[src/rtl/noc_pkg.sv]
// Shared NoC definitions: flit type encoding, type-field placement, default sizes.
// Latency: n/a (declarations only).
// Backpressure: n/a (declarations only).
package noc_pkg;

    // Default flit width (bits, including the type field) and downstream buffer depth.
    localparam int NOC_DATA_WIDTH = 16;
    localparam int NOC_DEPTH      = 5;

    // The flit type occupies the top FLIT_TYPE_BITS bits of every flit.
    localparam int FLIT_TYPE_BITS = 2;

    typedef enum logic [1:0] {
        FLIT_BODY   = 2'b00,
        FLIT_HEAD   = 2'b01,
        FLIT_TAIL   = 2'b10,
        FLIT_SINGLE = 2'b11
    } flit_type_e;

    // Wormhole tracking state of an output port.
    typedef enum logic {
        ST_IDLE = 1'b0,
        ST_PKT  = 1'b1
    } port_state_e;

endpackage

[src/rtl/credit_counter.sv]
// Credit counter for a downstream buffer: +1 per returned credit, -1 per sent flit.
// Latency: count updates one cycle after inc/dec; overflow is combinational from inc/dec/count.
// Backpressure: none itself; the caller must not assert dec while count is zero.
//
// Ports:
//   clk, reset  : rising-edge clock, synchronous active-high reset (count <= DEPTH)
//   inc         : one credit returned this cycle
//   dec         : one credit consumed this cycle
//   count       : current credit count
//   overflow    : credit returned while already full (count held at DEPTH)
module credit_counter #(
    parameter int DEPTH = 5,
    parameter int WIDTH = 3
) (
    input  logic             clk,
    input  logic             reset,
    input  logic             inc,
    input  logic             dec,
    output logic [WIDTH-1:0] count,
    output logic             overflow
);

    localparam logic [WIDTH-1:0] FULL = WIDTH'(DEPTH);
    localparam logic [WIDTH-1:0] ONE  = WIDTH'(1);

    // A credit returned while consuming one is a net zero change, so it can never overflow.
    assign overflow = inc && !dec && (count == FULL);

    always_ff @(posedge clk) begin
        if (reset) begin
            count <= FULL;
        end else if (inc && !dec) begin
            if (count != FULL) begin
                count <= count + ONE;
            end
        end else if (dec && !inc) begin
            count <= count - ONE;
        end
    end

endmodule

[src/rtl/noc_output_port.sv]
// Router output port: wormhole-checks flits from the crossbar and writes legal ones downstream.
// Latency: 1 cycle from accept to op_write_o/op_data_o; illegal flits are dropped.
// Backpressure: op_ready_o low when no downstream credits remain; credits return via op_credit_i.
//
// Ports:
//   clk, reset               : rising-edge clock, synchronous active-high reset
//   op_data_i / op_valid_i   : flit offered by the crossbar and its qualifier
//   op_ready_o               : flit can be accepted this cycle (credits != 0, registered state only)
//   op_credit_i              : one-cycle pulse, one downstream slot freed
//   op_data_o / op_write_o   : registered flit and write strobe to the downstream buffer
//   op_credits_o             : current credit count
//   op_busy_o                : wormhole packet in progress
//   op_err_o                 : sticky protocol error (illegal flit or credit overflow)
module noc_output_port
    import noc_pkg::*;
#(
    parameter int DATA_WIDTH   = NOC_DATA_WIDTH,
    parameter int DEPTH        = NOC_DEPTH,
    parameter int CREDIT_WIDTH = 3
) (
    input  logic                    clk,
    input  logic                    reset,
    input  logic [DATA_WIDTH-1:0]   op_data_i,
    input  logic                    op_valid_i,
    output logic                    op_ready_o,
    input  logic                    op_credit_i,
    output logic [DATA_WIDTH-1:0]   op_data_o,
    output logic                    op_write_o,
    output logic [CREDIT_WIDTH-1:0] op_credits_o,
    output logic                    op_busy_o,
    output logic                    op_err_o
);

    port_state_e state_q;
    port_state_e state_d;
    flit_type_e  flit_type;
    logic        accept;
    logic        fwd;
    logic        illegal;
    logic        overflow;

    assign flit_type  = flit_type_e'(op_data_i[DATA_WIDTH-1 -: FLIT_TYPE_BITS]);
    assign op_ready_o = (op_credits_o != '0);
    assign accept     = op_valid_i && op_ready_o;
    assign op_busy_o  = (state_q == ST_PKT);

    // Wormhole legality: a packet opens with HEAD and closes with TAIL; SINGLE stands alone.
    // An illegal flit is consumed from the crossbar but neither written nor charged a credit.
    always_comb begin
        state_d = state_q;
        fwd     = 1'b0;
        illegal = 1'b0;
        if (accept) begin
            case (state_q)
                ST_IDLE: begin
                    case (flit_type)
                        FLIT_HEAD: begin
                            fwd     = 1'b1;
                            state_d = ST_PKT;
                        end
                        FLIT_SINGLE: fwd     = 1'b1;
                        default:     illegal = 1'b1;
                    endcase
                end
                ST_PKT: begin
                    case (flit_type)
                        FLIT_BODY: fwd = 1'b1;
                        FLIT_TAIL: begin
                            fwd     = 1'b1;
                            state_d = ST_IDLE;
                        end
                        default: illegal = 1'b1;
                    endcase
                end
                default: state_d = ST_IDLE;
            endcase
        end
    end

    always_ff @(posedge clk) begin
        if (reset) begin
            state_q    <= ST_IDLE;
            op_write_o <= 1'b0;
            op_data_o  <= '0;
            op_err_o   <= 1'b0;
        end else begin
            state_q    <= state_d;
            op_write_o <= fwd;
            if (fwd) begin
                op_data_o <= op_data_i;
            end
            if (illegal || overflow) begin
                op_err_o <= 1'b1;
            end
        end
    end

    // fwd already requires credits != 0, so the counter never underflows.
    credit_counter #(
        .DEPTH (DEPTH),
        .WIDTH (CREDIT_WIDTH)
    ) u_credit_counter (
        .clk      (clk),
        .reset    (reset),
        .inc      (op_credit_i),
        .dec      (fwd),
        .count    (op_credits_o),
        .overflow (overflow)
    );

endmodule

[config.mk]
export PLATFORM = sky130hd
export DESIGN_NAME = noc_output_port
export DESIGN_NICKNAME = d
export VERILOG_FILES = /design/src/rtl/noc_pkg.sv /design/src/rtl/credit_counter.sv /design/src/rtl/noc_output_port.sv
export SDC_FILE = /design/constraint.sdc
export NUM_CORES = 1
export LEC_CHECK = 0
export CORE_MARGIN = 10
export CORE_UTILIZATION = 35
export DETAILED_ROUTE_END_ITERATION = 16
export HOLD_SLACK_MARGIN = 0.06
export PLACE_DENSITY = 0.84
export SETUP_SLACK_MARGIN = 0.05
export SLEW_MARGIN = 30
export SYNTH_ARGS = -nofsm -noshare
export SYNTH_HDL_FRONTEND = slang
export SYNTH_SLANG_ARGS = --single-unit
[constraint.sdc]
create_clock -name clk -period 2.1 [get_ports clk]
set_input_delay 0.21 -clock clk [delete_from_list [all_inputs] [get_ports clk]]
set_output_delay 0.21 -clock clk [all_outputs]
set_load 0.02 [all_outputs]
==> impl_metrics.csv, run 1 <==
group,metric,value,unit
pwr,swShare,29.4,%
setup_path,max_stage_delay,0.55,ns
layout,final_util,57.6,%
logic_synthesis,synthArstFlopShare,0,%
pwr,switchingPower,0.290,mW
drt,routed.top_layer,"met4",
logic_synthesis,synth-edff-count,0,
drt,wl_met1,947,µm
layout,instances_no_fill,186,
setup_path,cp.arrival,1.61,ns
clock_tree,cts_setup_buffers,0,
drt,ant_nets,0,
layout,multi_input_area,424,µm²
grt,grt_pass1_vias,939,
floorplanning,die_w,70.9,µm
grt,grt_antenna_before_repair,0,
layout,syn2layout_area_growth,57.2,%
layout,antennaDiodeCount,0,
sta,max_slew.worst_pin.slew,0.463,ns
drt,drc,0,
logic_synthesis,synth.area.top_cells,"dfxtp_1 (49%), nand2_1 (14%), a21oi_1 (10%)",
pwr,irDropWorstVdd,0.000424,V
logic_synthesis,synth-main-ff-cell,"dfxtp_1",
logic_synthesis,synth_xor_area_share,1.93,%
pwr,pwr-share-seq,48.7,%
clock_tree,clock_path_buffers,2,
setup_path,critical_path.max_fanout,7,
setup_path,cp-startpoint,"u_credit_counter.count[0]",
logic_synthesis,syn_inst,108,
layout,final_area,1430,µm²
placed_design,hpwl,2.10,mm
pwr,power_density,694,nW/µm²
floorplanning,initial_utilization,36.6,%
placed_design,gp_congestion,0.705,
layout,seq_area,444,µm²
sta,finalSetupViolations,0,
clock_tree,htreeDepth,1,
clock_tree,cts_resized,0,
layout,num-fill-cells,240,
floorplanning,dieHeight,70.9,µm
sta,fin_ws,0.283,ns
placed_design,pre_cts_ws,0.0765,ns
layout,fin_nets,178,
drt,firstDrtPassIters,4,
floorplanning,die_area,5030,µm²
clock_tree,numCtsBuffers,3,
setup_path,cp_cell_sequence,"or3_1, clkdlybuf4s50_1",
drt,vias,902,
clock_tree,path_clk_slew,0.12,ns
logic_synthesis,ys_warn_count,0,
floorplanning,rows,18,
logic_synthesis,syn-cell-area,907,µm²
placed_design,dp.cells,182,
logic_synthesis,synth_top_cell_area_share,48.6,%
pwr,internal_power,0.699,mW
sta,fin_setup_tns,0,ns
logic_synthesis,synth_top_cell_by_area,"dfxtp_1",
grt,grt.overflow.total,0,
setup_path,cp_num_buf_inv,1,
setup_path,crit-reg2reg-launch,"u_credit_counter.count[2]",
logic_synthesis,syn_avg_cell_area,8.40,µm²
sta,rsz0062_at_grt,"false",
grt,grt_use_total,10.4,%
setup_path,critPathRequiredTime,1.89,ns
sta,drv_slew,0,
logic_synthesis,synth.area.mux_share,2.21,%
sta,min_period,1.82,ns
logic_synthesis,synthTopCellsByCount,"nand2_1 (33), dfxtp_1 (22), a21oi_1 (19)",
setup_path,endpoint_kind,"output pin",
grt,grt_max_degree,20,
pwr,p_leak,0.536,nW
drt,drt-initial-drc-count,14,
sta,fin_worst_skew,0.00747,ns
clock_tree,cts_tree,"built",
logic_synthesis,synth_most_common_cell,"nand2_1",
logic_synthesis,yosys.area_share.simple,22.8,%
clock_tree,cts_root_buffer,"clkbuf_4",
logic_synthesis,synth_cell_types,25,
setup_path,critPathSlowestCell,"clkdlybuf4s50_1",
drt,wl_per_cell,14.2,µm
sta,slew_headroom,69.0,%
layout,drive_gt1_share,10.9,%
clock_tree,clk_latency,0.31,ns
logic_synthesis,synth_adder_area_share,2.21,%
clock_tree,clock-sinks,22,
flow_run,drv_cap,0,
sta,finalHoldViolations,0,
setup_path,start_kind,"flop",
drt,wl_met2,1.37,mm
logic_synthesis,synth_top_family_by_area,"simple AND/OR/NAND/NOR gates",
setup_path,path_class,"flop to output pin",
logic_synthesis,synth-seq-cells,22,
pwr,power,0.989,mW
setup_path,cp_top_family,"buffers and inverters",
drt,route.met3.wl,247,µm
floorplanning,core,2480,µm²
placed_design,dpl-instance-area,1390,µm²
drt,vias_per_cell,4.85,
logic_synthesis,seq_area_frac_synth,48.6,%
placed_design,io_buffer_count,42,
logic_synthesis,postSynthNetCount,129,
outcome,status,"finished, final reports clean",
sta,timing.hold.ws,0.441,ns
drt,totalWireLength,2.64,mm
floorplanning,top_level_ports,43,
hold_path,worst_hold_path_type,"primary input to flop",
grt,grt_pass1_wl,4.37,mm
sta,timing.final.crit_share,86.5,%
pwr,pwr-share-comb,28.0,%
pwr,p_clk_share,23.3,%
clock_tree,holdBufCountCts,0,
sta,max_clock_freq,550,MHz
hold_path,hp-start,"op_data_i[8]",
logic_synthesis,synth_compound_area_share,17.7,%
placed cells by master (no fill, tap or decap), types with 2 or more instances in the layout:
cell type	n
clkdlybuf4s50_1	42
nand2_1	33
a21oi_1	19
dfxtp_1	19
buf_4	7
nor2_1	5
inv_1	3
nor2b_1	3
clkbuf_4	3
dfxtp_2	3
xnor2_1	2
o21ai_0	2
mux2i_1	2
final timing paths:
check | end | slack (ns) | depth (start not counted)
worst max-delay path | op_ready_o | 0.28 | 2
worst min-delay path | op_data_o[8] | 0.44 | 3
worst max register to register | u_credit_counter.count[2] | 0.30 | 7
worst min register to register | op_data_o[1] | 0.46 | 2
power groups by stage:
stage          logic [mW]  registers [mW]  clock network, mW
2_1_floorplan       0.104           0.527                  0
3_3_place_gp        0.271           0.489                  0
3_5_place_dp        0.281           0.491                  0
4_1_cts             0.282           0.482              0.240
5_1_grt             0.305           0.488              0.255
6_report            0.277           0.482              0.230
registers in the layout (all words and copies together), names as in the netlist:
signal                  count
op_busy_o                   1
op_data_o                  16
op_err_o                    1
op_write_o                  1
u_credit_counter.count      3
worst register-to-register path, stage by stage, from the launching register on:
cell and delay (ns):
dfxtp_2 0.37, o31ai_4 0.26, or2_1 0.15, nand2_1 0.07
fa_1 0.37, and3_1 0.17, mux2i_1 0.15, mux2i_1 0.19
final cells by class:
cell class / instances / share of cell area, %
inverter: 3 / 0.789
tap: 30 / 2.63
clock buffer: 4 / 2.54
sequential: 22 / 31.1
timing repair buffer: 49 / 33.2
multi-input combinational: 78 / 29.7
cells by family after synthesis:
| family | count (synthesis) |
|---|---|
| XOR/XNOR | 2 |
| AO/OA/AOI/OAI | 26 |
| multiplexers | 2 |
| buffers and inverters | 8 |
| flip-flops | 22 |
| adder cells (fa/ha/maj) | 1 |
| AND/OR/NAND/NOR | 47 |
per-layer routing:
layer,vias up,global-route usage [%]
met5,-,0
met4,0,6.88
met3,6,3.77
met2,36,19.0
met1,408,9.49
li1,452,-
Power figures use the tool's default switching activity.
==> run 2: changes to the inputs <==
--- a/config.mk
+++ b/config.mk
@@ -5,8 +5,8 @@
 export SDC_FILE = /design/constraint.sdc
 export NUM_CORES = 1
 export LEC_CHECK = 0
-export CORE_MARGIN = 10
 export CORE_UTILIZATION = 35
+export CTS_CLUSTER_DIAMETER = 60
 export DETAILED_ROUTE_END_ITERATION = 16
 export HOLD_SLACK_MARGIN = 0.06
 export PLACE_DENSITY = 0.84
==> run 2 against run 1 <==
Critical path depth did not move. Sequential power about the same. Routed wire length fell by 15%. Largest cell class unchanged. Global-route usage up 8.1 points. Fmax is 0.16% lower. Register-to-register slack barely moved. Combinational power shrank 1%. Clock-buffer cell count fell by 1. Via count down 1.2%. Worst setup slack worse by 0.0029 ns.
==> impl_metrics.csv, run 2 (synthesized netlist as in run 1, its figures left out) <==
group,metric,value,unit
drt,route.met3.wl,119,µm
grt,grt.overflow.total,0,
floorplanning,top_level_ports,43,
clock_tree,numCtsBuffers,3,
grt,grt_antenna_before_repair,0,
sta,finalSetupViolations,0,
setup_path,critical_path.max_fanout,7,
drt,drt-initial-drc-count,16,
sta,max_clock_freq,550,MHz
layout,fin_nets,178,
placed_design,gp_congestion,0.719,
layout,most-common-layout-cells,"clkdlybuf4s50_1 (42), nand2_1 (33), a21oi_1 (19), dfxtp_1 (19), buf_4 (7)",
grt,grt_pass1_wl,3.67,mm
clock_tree,path_clk_slew,0.12,ns
clock_tree,cts_root_buffer,"clkbuf_4",
floorplanning,core,2450,µm²
layout,instances_no_fill,185,
setup_path,cp_top_family,"buffers and inverters",
outcome,status,"finished, final reports clean",
floorplanning,rows,18,
drt,routed.top_layer,"met4",
drt,wl_per_cell,12.1,µm
setup_path,critPathSlowestCell,"clkdlybuf4s50_1",
sta,rsz0062_at_grt,"false",
grt,grt_pass1_vias,865,
grt,grt_use_total,18.5,%
drt,wl_met1,908,µm
sta,finalHoldViolations,0,
placed_design,hpwl,1.66,mm
setup_path,endpoint_kind,"output pin",
floorplanning,die_w,52.9,µm
pwr,power_density,669,nW/µm²
setup_path,start_kind,"flop",
clock_tree,cts_resized,0,
flow_run,drv_cap,0,
clock_tree,clk_latency,0.31,ns
drt,ant_nets,0,
drt,drc,0,
sta,timing.final.crit_share,86.7,%
setup_path,critPathRequiredTime,1.89,ns
setup_path,path_class,"flop to output pin",
drt,firstDrtPassIters,4,
placed_design,dpl-instance-area,1390,µm²
setup_path,cp_num_buf_inv,1,
clock_tree,cts_setup_buffers,0,
clock_tree,clock-sinks,22,
layout,drive_gt1_share,10.3,%
sta,min_period,1.82,ns
layout,largest_reg_flops,16,
layout,final_util,57.5,%
layout,final_area,1410,µm²
layout,syn2layout_area_growth,55.7,%
floorplanning,dieHeight,52.9,µm
layout,reg.largest.list,"op_data_o (16), u_credit_counter.count (3)",
placed_design,io_buffer_count,42,
hold_path,worst_hold_path_type,"primary input to flop",
layout,antennaDiodeCount,0,
layout,regMostFlops,"op_data_o",
sta,max_slew.worst_pin.slew,0.479,ns
clock_tree,htreeDepth,1,
setup_path,max_stage_delay,0.55,ns
sta,drv_slew,0,
drt,vias,891,
layout,num-fill-cells,223,
floorplanning,initial_utilization,37.0,%
pwr,power,0.945,mW
clock_tree,clock_path_buffers,2,
sta,fin_worst_skew,0.00774,ns
layout,mostFrequentLayoutCell,"clkdlybuf4s50_1",
placed_design,dp.cells,182,
pwr,p_leak,0.529,nW
grt,grt_max_degree,20,
clock_tree,cts_tree,"built",
setup_path,cp_cell_sequence,"or3_1, clkdlybuf4s50_1",
pwr,irDropWorstVdd,0.000406,V
clock_tree,holdBufCountCts,0,
sta,slew_headroom,68.0,%
floorplanning,die_area,2800,µm²
drt,wl_met2,1.15,mm
setup_path,cp.arrival,1.61,ns
drt,vias_per_cell,4.82,
drt,totalWireLength,2.24,mm
sta,fin_setup_tns,0,ns
==> run 2: changes by cell type in the layout (fill, tap and decap cells not counted), sizes merged <==
cell / delta
clkbuf: -1
==> run 2: worst reg2reg max path, cell delays in order (launching register included) <==
cell and delay [ns]:
dfxtp_2 0.38, o31ai_4 0.25, or2_1 0.14, nand2_1 0.06, fa_1 0.37, and3_1 0.17
mux2i_1 0.17, mux2i_1 0.21
==> run 2: metal layers <==
metal	vias up	track usage (%)
li1	451	-
met1	397	19.9
met2	38	34.0
met3	5	2.59
met4	0	10.5
met5	-	0
==> run 2: worst paths after layout <==
check	start	to	slack [ns]	depth (start not counted)
worst max-delay path	u_credit_counter.count[0]	op_ready_o	0.28	2
worst min-delay path	op_data_i[13]	op_data_o[13]	0.43	3
worst max register to register	u_credit_counter.count[2]	u_credit_counter.count[2]	0.29	7
worst min register to register	op_data_o[5]	op_data_o[5]	0.46	2
==> run 2: power by group <==
| group | switching, mW | internal [mW] |
|---|---|---|
| sequential | 0.0299 | 0.451 |
| combinational | 0.132 | 0.141 |
| clock | 0.123 | 0.0671 |
| total | 0.285 | 0.660 |
==> run 2: through the flow <==
step | hold slack (ns) | setup WS (ns)
global route | 0.442 | 0.137
floorplan | 0.346 | 0.0616
finish | 0.430 | 0.280
CTS | 0.429 | 0.259
global placement | 0.441 | 0.111
detailed placement | 0.449 | 0.0398
==> run 2: final cells by class <==
type / instances / area (µm²) / share of cell area, %
multi-input combinational: 78 / 424 / 30.0
inverter: 3 / 11.3 / 0.797
tap: 30 / 37.5 / 2.66
clock buffer: 3 / 22.5 / 1.59
sequential: 22 / 444 / 31.4
timing repair buffer: 49 / 473 / 33.5
